[config.mk]
export PLATFORM = sky130hd
export DESIGN_NAME = comparator_bist
export DESIGN_NICKNAME = d
export VERILOG_FILES = /design/src/rtl/comparator_bist.sv
export SDC_FILE = /design/constraint.sdc
export NUM_CORES = 1
export LEC_CHECK = 0
export CORE_ASPECT_RATIO = 0.8
export CORE_MARGIN = 5
export CORE_UTILIZATION = 35
export DETAILED_ROUTE_END_ITERATION = 8
export MAX_ROUTING_LAYER = met4
export PLACE_DENSITY = 0.58
export RECOVER_POWER = 100
export SKIP_CTS_REPAIR_TIMING = 1
export SLEW_MARGIN = 40
export SYNTH_ARGS = -nofsm -noshare
export SYNTH_HDL_FRONTEND = slang
export SYNTH_SLANG_ARGS = --single-unit
export TNS_END_PERCENT = 20
[constraint.sdc]
create_clock -name clk -period 2.3 [get_ports clk]
set_input_delay 0.345 -clock clk [delete_from_list [all_inputs] [get_ports clk]]
set_output_delay 0.345 -clock clk [all_outputs]
set_load 0.02 [all_outputs]
[src/rtl/comparator_bist.sv]
// Self-test sweep engine for a WIDTH-bit magnitude comparator: drives every {a,b}, checks e/g/l.
// Optional build macro COMP_BIST_STOP_ON_FAIL_EN ends the sweep at the first mismatching vector.
module comparator_bist #(
  parameter int WIDTH  = 2,
  parameter int SETTLE = 1
) (
  input  logic                 clk,
  input  logic                 rst,
  input  logic                 start,
  output logic [WIDTH-1:0]     a,
  output logic [WIDTH-1:0]     b,
  input  logic                 e,
  input  logic                 g,
  input  logic                 l,
  output logic                 busy,
  output logic                 done,
  output logic                 pass,
  output logic [2*WIDTH:0]     err_count,
  output logic [2*WIDTH-1:0]   first_fail
);

  localparam int VW = 2 * WIDTH;
  localparam int CW = (SETTLE > 1) ? $clog2(SETTLE) : 1;
  localparam logic [CW-1:0] CNT_LAST = CW'(SETTLE - 1);

  typedef enum logic [1:0] {IDLE, DRIVE, SAMPLE, DONE} state_t;

  state_t          state_reg, state_next;
  logic [VW-1:0]   vec_reg;
  logic [CW-1:0]   cnt_reg;
  logic [VW:0]     err_reg;
  logic [VW-1:0]   ff_reg;
  logic            mismatch;
  logic            last_vec;

  // Operands come straight from the vector register, so they are registered outputs.
  assign a = vec_reg[VW-1:WIDTH];
  assign b = vec_reg[WIDTH-1:0];
  assign err_count  = err_reg;
  assign first_fail = ff_reg;

  // Any pattern other than the single correct one-hot code is a failure.
  assign mismatch = ({e, g, l} != {a == b, a > b, a < b});
  assign last_vec = (vec_reg == {VW{1'b1}});

  always_ff @(posedge clk) begin
    if (rst) state_reg <= IDLE;
    else     state_reg <= state_next;
  end

  always_comb begin
    state_next = state_reg;
    case (state_reg)
      IDLE, DONE: if (start) state_next = DRIVE;
      DRIVE:      if (cnt_reg == CNT_LAST) state_next = SAMPLE;
      SAMPLE: begin
`ifdef COMP_BIST_STOP_ON_FAIL_EN
        if (mismatch || last_vec) state_next = DONE;
        else                      state_next = DRIVE;
`else
        if (last_vec) state_next = DONE;
        else          state_next = DRIVE;
`endif
      end
      default: state_next = IDLE;
    endcase
  end

  always_comb begin
    busy = (state_reg == DRIVE) || (state_reg == SAMPLE);
    done = (state_reg == DONE);
    pass = (state_reg == DONE) && (err_reg == '0);
  end

  always_ff @(posedge clk) begin
    if (rst) begin
      vec_reg <= '0;
      cnt_reg <= '0;
      err_reg <= '0;
      ff_reg  <= '0;
    end else begin
      case (state_reg)
        IDLE, DONE: begin
          if (start) begin
            vec_reg <= '0;
            cnt_reg <= '0;
            err_reg <= '0;
            ff_reg  <= '0;
          end
        end
        DRIVE: begin
          if (cnt_reg != CNT_LAST) cnt_reg <= cnt_reg + 1'b1;
        end
        SAMPLE: begin
          cnt_reg <= '0;
          if (mismatch) begin
            err_reg <= err_reg + 1'b1;
            if (err_reg == '0) ff_reg <= vec_reg;
          end
          // Only advance when another vector follows; DONE keeps the last one on a/b.
          if (state_next == DRIVE) vec_reg <= vec_reg + 1'b1;
        end
        default: ;
      endcase
    end
  end

endmodule

# Yosys cells after proc, flatten, opt, wreduce, memory -nomap -nowiden

Index checks and enable logic that the tools add are counted.

Word-level logic and storage cells: 46
Register bits after elaboration: 16
Output and inout bits: 16
Input port bits: 6

Equal/unequal tests: 11
Multiplexer cells: 16
Order comparisons: 2
$add $sub $neg: 3
Reductions and logical operators: 9

Operators with widths:

| cell                                                | count |
|---|---|
| 2-to-1 mux 4 bit                                    | 4 |
| one-hot mux 4 bit (2 select lines)                  | 2 |
| 2-to-1 mux 5 bit                                    | 2 |
| one-hot mux 5 bit (2 select lines)                  | 1 |
| 2-to-1 mux 2 bit                                    | 3 |
| one-hot mux 2 bit (3 select lines)                  | 1 |
| AND reduction 3 bit                                 | 2 |
| adder 5 x 1 -> 5 bit, second input constant         | 1 |
| zero test 5 bit                                     | 1 |
| adder 4 x 1 -> 4 bit, second input constant         | 1 |
| equality test 2 x 1 -> 1 bit, second input constant | 2 |
| equality test 2 bit, second input constant          | 2 |
| equality test 4 bit, second input constant          | 1 |
| != test 2 x 1 -> 1 bit, second input constant       | 2 |
| != test 2 bit, second input constant                | 2 |
| AND reduction 4 bit                                 | 1 |
| != test 3 bit                                       | 1 |
| one-hot mux 1 bit (3 select lines)                  | 1 |
| equality test 2 bit                                 | 1 |
| greater-than comparator 2 bit                       | 1 |
| zero test 2 bit                                     | 1 |
| less-than comparator 2 bit                          | 1 |
| 2-to-1 mux 1 bit                                    | 2 |
| nonzero test 2 bit                                  | 1 |
| other kinds (4)                                     | 4 |

# Logic depth before layout (Yosys ltp)

Depth after elaboration: 6
Mapped depth: 8

# Worst setup path after synthesis

OpenSTA, ideal clock, no wires.

Kind: reg2reg
From: register vec_reg[1]
To: register err_reg[3] (netlist: err_count[3])
Arrival time: 2138 ps
Slack: 90 ps
Clock period less this slack: 2210 ps
Path buffers: 1
Cell stages (with the launch flop): 9
Library setup time: 71 ps
Path through: dfxtp_1 > inv_1 > ha_1 > nor2b_4 > o211a_1 > o211a_1 > buf_6 > or4_1 > a21oi_1

Cells in the longest elaborated chain, start to end: 4
Elaborated cells between the ends (all ways): 6

RTL lines:

| element                                            | line | RTL |
|---|---|---|
| start, declared                                    | 29   | `logic [VW-1:0] vec_reg;` |
| start signal, assigned                             | 101  | `if (state_next == DRIVE) vec_reg <= vec_reg + 1'b1;` |
| less-than comparator 2 bit (tied with other cells) | 43   | `assign mismatch = ({e, g, l} != {a == b, a > b, a < b});` |
| != test 3 bit (*)                                  | 43   |  |
| != test 2 bit (no line) (*)                        | --   |  |
| AND reduction 3 bit (no line) (*)                  | --   |  |
| end signal, assigned                               | 97   | `err_reg <= err_reg + 1'b1;` |
| end, declared                                      | 31   | `logic [VW:0] err_reg;` |

Every way passes the cells marked *; elsewhere a longest branch is shown, timed or not.
A chain may end at the register's enable or synchronous reset.

# Final worst setup path

From: register state_reg[0]
To: output port busy

Cells in the longest elaborated chain, start to end: 2
Elaborated cells between the ends (all ways): 3

RTL lines:

| element                                                                    | line | RTL |
|---|---|---|
| start, declared                                                            | 28   | `state_t state_reg, state_next;` |
| start signal, assigned                                                     | 48   | `else state_reg <= state_next;` |
| equality test 2 x 1 -> 1 bit / equality test 2 bit (equally long branches) | 70   | `busy = (state_reg == DRIVE) \|\| (state_reg == SAMPLE);` |
| logical OR 1 bit (*)                                                       | 70   |  |
| end, declared                                                              | 15   | `output logic busy,` |

Marked as above.

==> impl_metrics.py <==
metrics = {
    "status": {
        "status": "finished clean",
    },
    "synthesis": {
        "synthCells": 103,
        "async_flop_share_pct": 0,
        "syn-num-nets": 117,
        "yosys_warnings": 0,
        "synth_seq_cells": 15,
        "synth_top_cell_by_area": "dfxtp_1",
        "synth_top_flop_cell": "dfxtp_1",
        "yosysUniqueCellTypes": 27,
        "synth.top_cells.by_area": "dfxtp_1 (35%), ha_1 (12%), a21oi_1 (7.0%)",
        "synth.most_common_cell": "dfxtp_1",
        "netlist_top_cells_count": "dfxtp_1 (15), a21oi_1 (12), o21ai_0 (11)",
        "syn_area_sq_um": 861,
        "synth.avg_cell_area_sq_um": 8.36,
        "synth_edf_count": 0,
        "ys_seq_area_share_pct": 34.9,
        "yosysTopAreaCellShare_pct": 34.9,
    },
    "sta": {
        "setup_viol": 0,
        "layout_setup_ws_ns": 0.187,
        "fin_crit_ns": 2.11,
        "rsz0062_at_grt": "false",
        "max_slew_margin_pct": 62.6,
        "drv_slew": 0,
        "hold_viol_final": 0,
        "fin_crit_sh_pct": 91.9,
        "fmaxAchievable_mhz": 473,
        "setup_tns_ns": 0,
        "fin_skew_ns": 0.00131,
        "worst_pin_slew_ns": 0.560,
    },
    "global_route": {
        "grt_pass1_vias": 727,
        "antenna_found_initial": 0,
        "grt_pass1_wl_um": 3420,
        "grt_max_degree": 13,
        "grt.overflow.total": 0,
        "track_usage_pct": 13.5,
    },
    "routing": {
        "ant_nets": 0,
        "drcViolationCount": 0,
        "viasPerCell": 5.23,
        "route.detailed.wl_per_inst_um": 12.8,
        "vias": 821,
        "firstDrtPassIters": 4,
        "wl_um": 2010,
        "drtIter0Drc": 49,
    },
    "setup_path": {
        "startpoint": "state_reg[0]$_SDFF_PP0_",
        "cp-end-kind": "output port",
        "r2r_slack_ns": 0.20,
        "arrival_ns": 1.77,
        "crit_fanout": 4,
        "critPathRequiredTime_ns": 1.96,
        "r2r-start": "vec_reg[1]$_SDFFE_PP0P_",
        "rr_endpoint": "err_count[2]$_SDFFE_PP0P_",
        "reg2regPathDepth": 7,
        "crit_path_start_kind": "register",
        "path_class": "register to output port",
    },
    "power_and_ir_drop": {
        "ir_drop_mv": 0.243,
        "power_frac_comb_pct": 22.1,
        "switching_share_pct": 29.8,
        "intPower_uw": 388,
        "p_leak_nw": 0.483,
        "p_per_area_mw_per_mm2": 483,
        "power_frac_clock_pct": 28.4,
        "power_frac_seq_pct": 49.5,
        "power_switching_uw": 164,
    },
    "placement": {
        "place.gp.congestion": 0.807,
        "dpl_cell_area_sq_mm": 0.00113,
        "place_inst": 153,
        "port_buffers": 21,
        "hpwl_um": 1590,
        "dp_slack_ns": 0.151,
    },
    "final_layout": {
        "final_util_pct": 47.7,
        "n_antenna_cell": 0,
        "stdcell_count": 157,
        "fin_area_sq_mm": 0.00114,
        "final_layout_size_suffix_gt1_share_pct": 10.0,
        "area_growth_pct": 33.0,
        "final_nets": 145,
        "largest_reg_flops": 5,
    },
    "min_path": {
        "worstHoldStart": "first_fail[0]$_SDFFE_PP0P_",
        "min_path_type": "register to register",
        "whs_path_depth": 2,
        "hold_end": "first_fail[0]$_SDFFE_PP0P_",
    },
    "job": {
        "drv_cap": 0,
    },
    "floorplan": {
        "core.rowCount": 16,
        "initial_core_util_pct": 35.8,
        "dieArea_sq_mm": 0.00356,
        "die_h_um": 54.4,
        "fp.dieW_um": 65.4,
        "io_pins": 22,
        "core_area_sq_mm": 0.00240,
    },
    "clock_network": {
        "clock_path_buffers": 2,
        "clockRootBuffer": "clkbuf_4",
        "cts.sinks": 15,
        "htree_levels": 1,
        "clk_latency_ns": 0.29,
        "cts_tree": "built",
        "clkTransAtPathRegs_ns": 0.09,
        "cts_made_buffers": 3,
    },
}
## worst max path at each step
stage                                end  cells past startpoint  slack, ns
2_1_floorplan  err_count[3]$_SDFFE_PP0P_                      8       0.09
3_3_place_gp   err_count[3]$_SDFFE_PP0P_                      6       0.20
3_5_place_dp   err_count[2]$_SDFFE_PP0P_                      6       0.15
4_1_cts                             pass                      6      -0.08
5_1_grt        err_count[3]$_SDFFE_PP0P_                      7       0.04
6_report                            busy                      4       0.19
## metal layers
| metal | share of wire, % | up-vias | global-route usage, % |
|---|---|---|---|
| met3 | 4.7 | 4 | 5.13 |
| met4 | 1.5 | 0 | 6.21 |
| met5 | 0 | - | - |
| met1 | 50 | 370 | 15.8 |
| met2 | 44 | 16 | 20.7 |
| li1 | - | 431 | - |
## metrics by stage
step | hold slack [ns] | power (mW)
2_1_floorplan | 0.523 | 0.356
3_3_place_gp | 0.470 | 0.404
3_5_place_dp | 0.473 | 0.405
4_1_cts | 0.486 | 0.564
5_1_grt | 0.513 | 0.592
6_report | 0.481 | 0.553
## area by class of cell
cell class	count	area (sq um)
clock buffer	4	26.3
fill	233	1260
inverter	8	30.0
multi-input combinational	76	508
sequential	15	302
tap	27	33.8
timing repair buffer	27	245
## power by group through the flow
stage	Clock (mW)	Combinational, mW	Sequential (mW)
floorplan	0	0.0700	0.286
global placement	0	0.125	0.279
detailed placement	0	0.125	0.280
CTS	0.164	0.126	0.274
global route	0.183	0.135	0.275
finish	0.157	0.122	0.273
## cell usage in the layout, fill, tap and decap left out, drive strengths merged
cell           instances
a21o                   1
a21oi                 12
a31oi                  1
a41o                   1
and2                   2
buf                    5
clkbuf                 6
clkdlybuf4s50          6
dfxtp                 15
dlygate4sd3           14
ha                     8
inv                    8
nand2                  6
nand2b                 1
nand3                  5
nand4                  5
nor2                   5
nor2b                  1
nor4b                  2
o211a                  2
o211ai                 1
o21ai                 11
o21bai                 1
o31ai                  2
or2                    1
or3                    1
or4                    3
xnor2                  2
xor2                   2
## critical path, cell delays in order, from the launching register on
cell,delay (ns)
dfxtp_1,0.39
inv_1,0.06
ha_1,0.32
inv_1,0.10
clkdlybuf4s50_1,0.61
## logic make-up (layout without fill, tap and decap cells)
kind of cell               Yosys count  after routing  synth area share [%]
AOI/OAI and AO/OA                   32             32                  22.1
and+or+nand+nor                     32             32                  21.2
DFF                                 15             15                  34.9
buffers and inverters               12             39                  6.10
adders and majority gates            8              8                  11.6
xor gates and xnor gates             4              4                  4.07
Power figures use the tool's default switching activity.
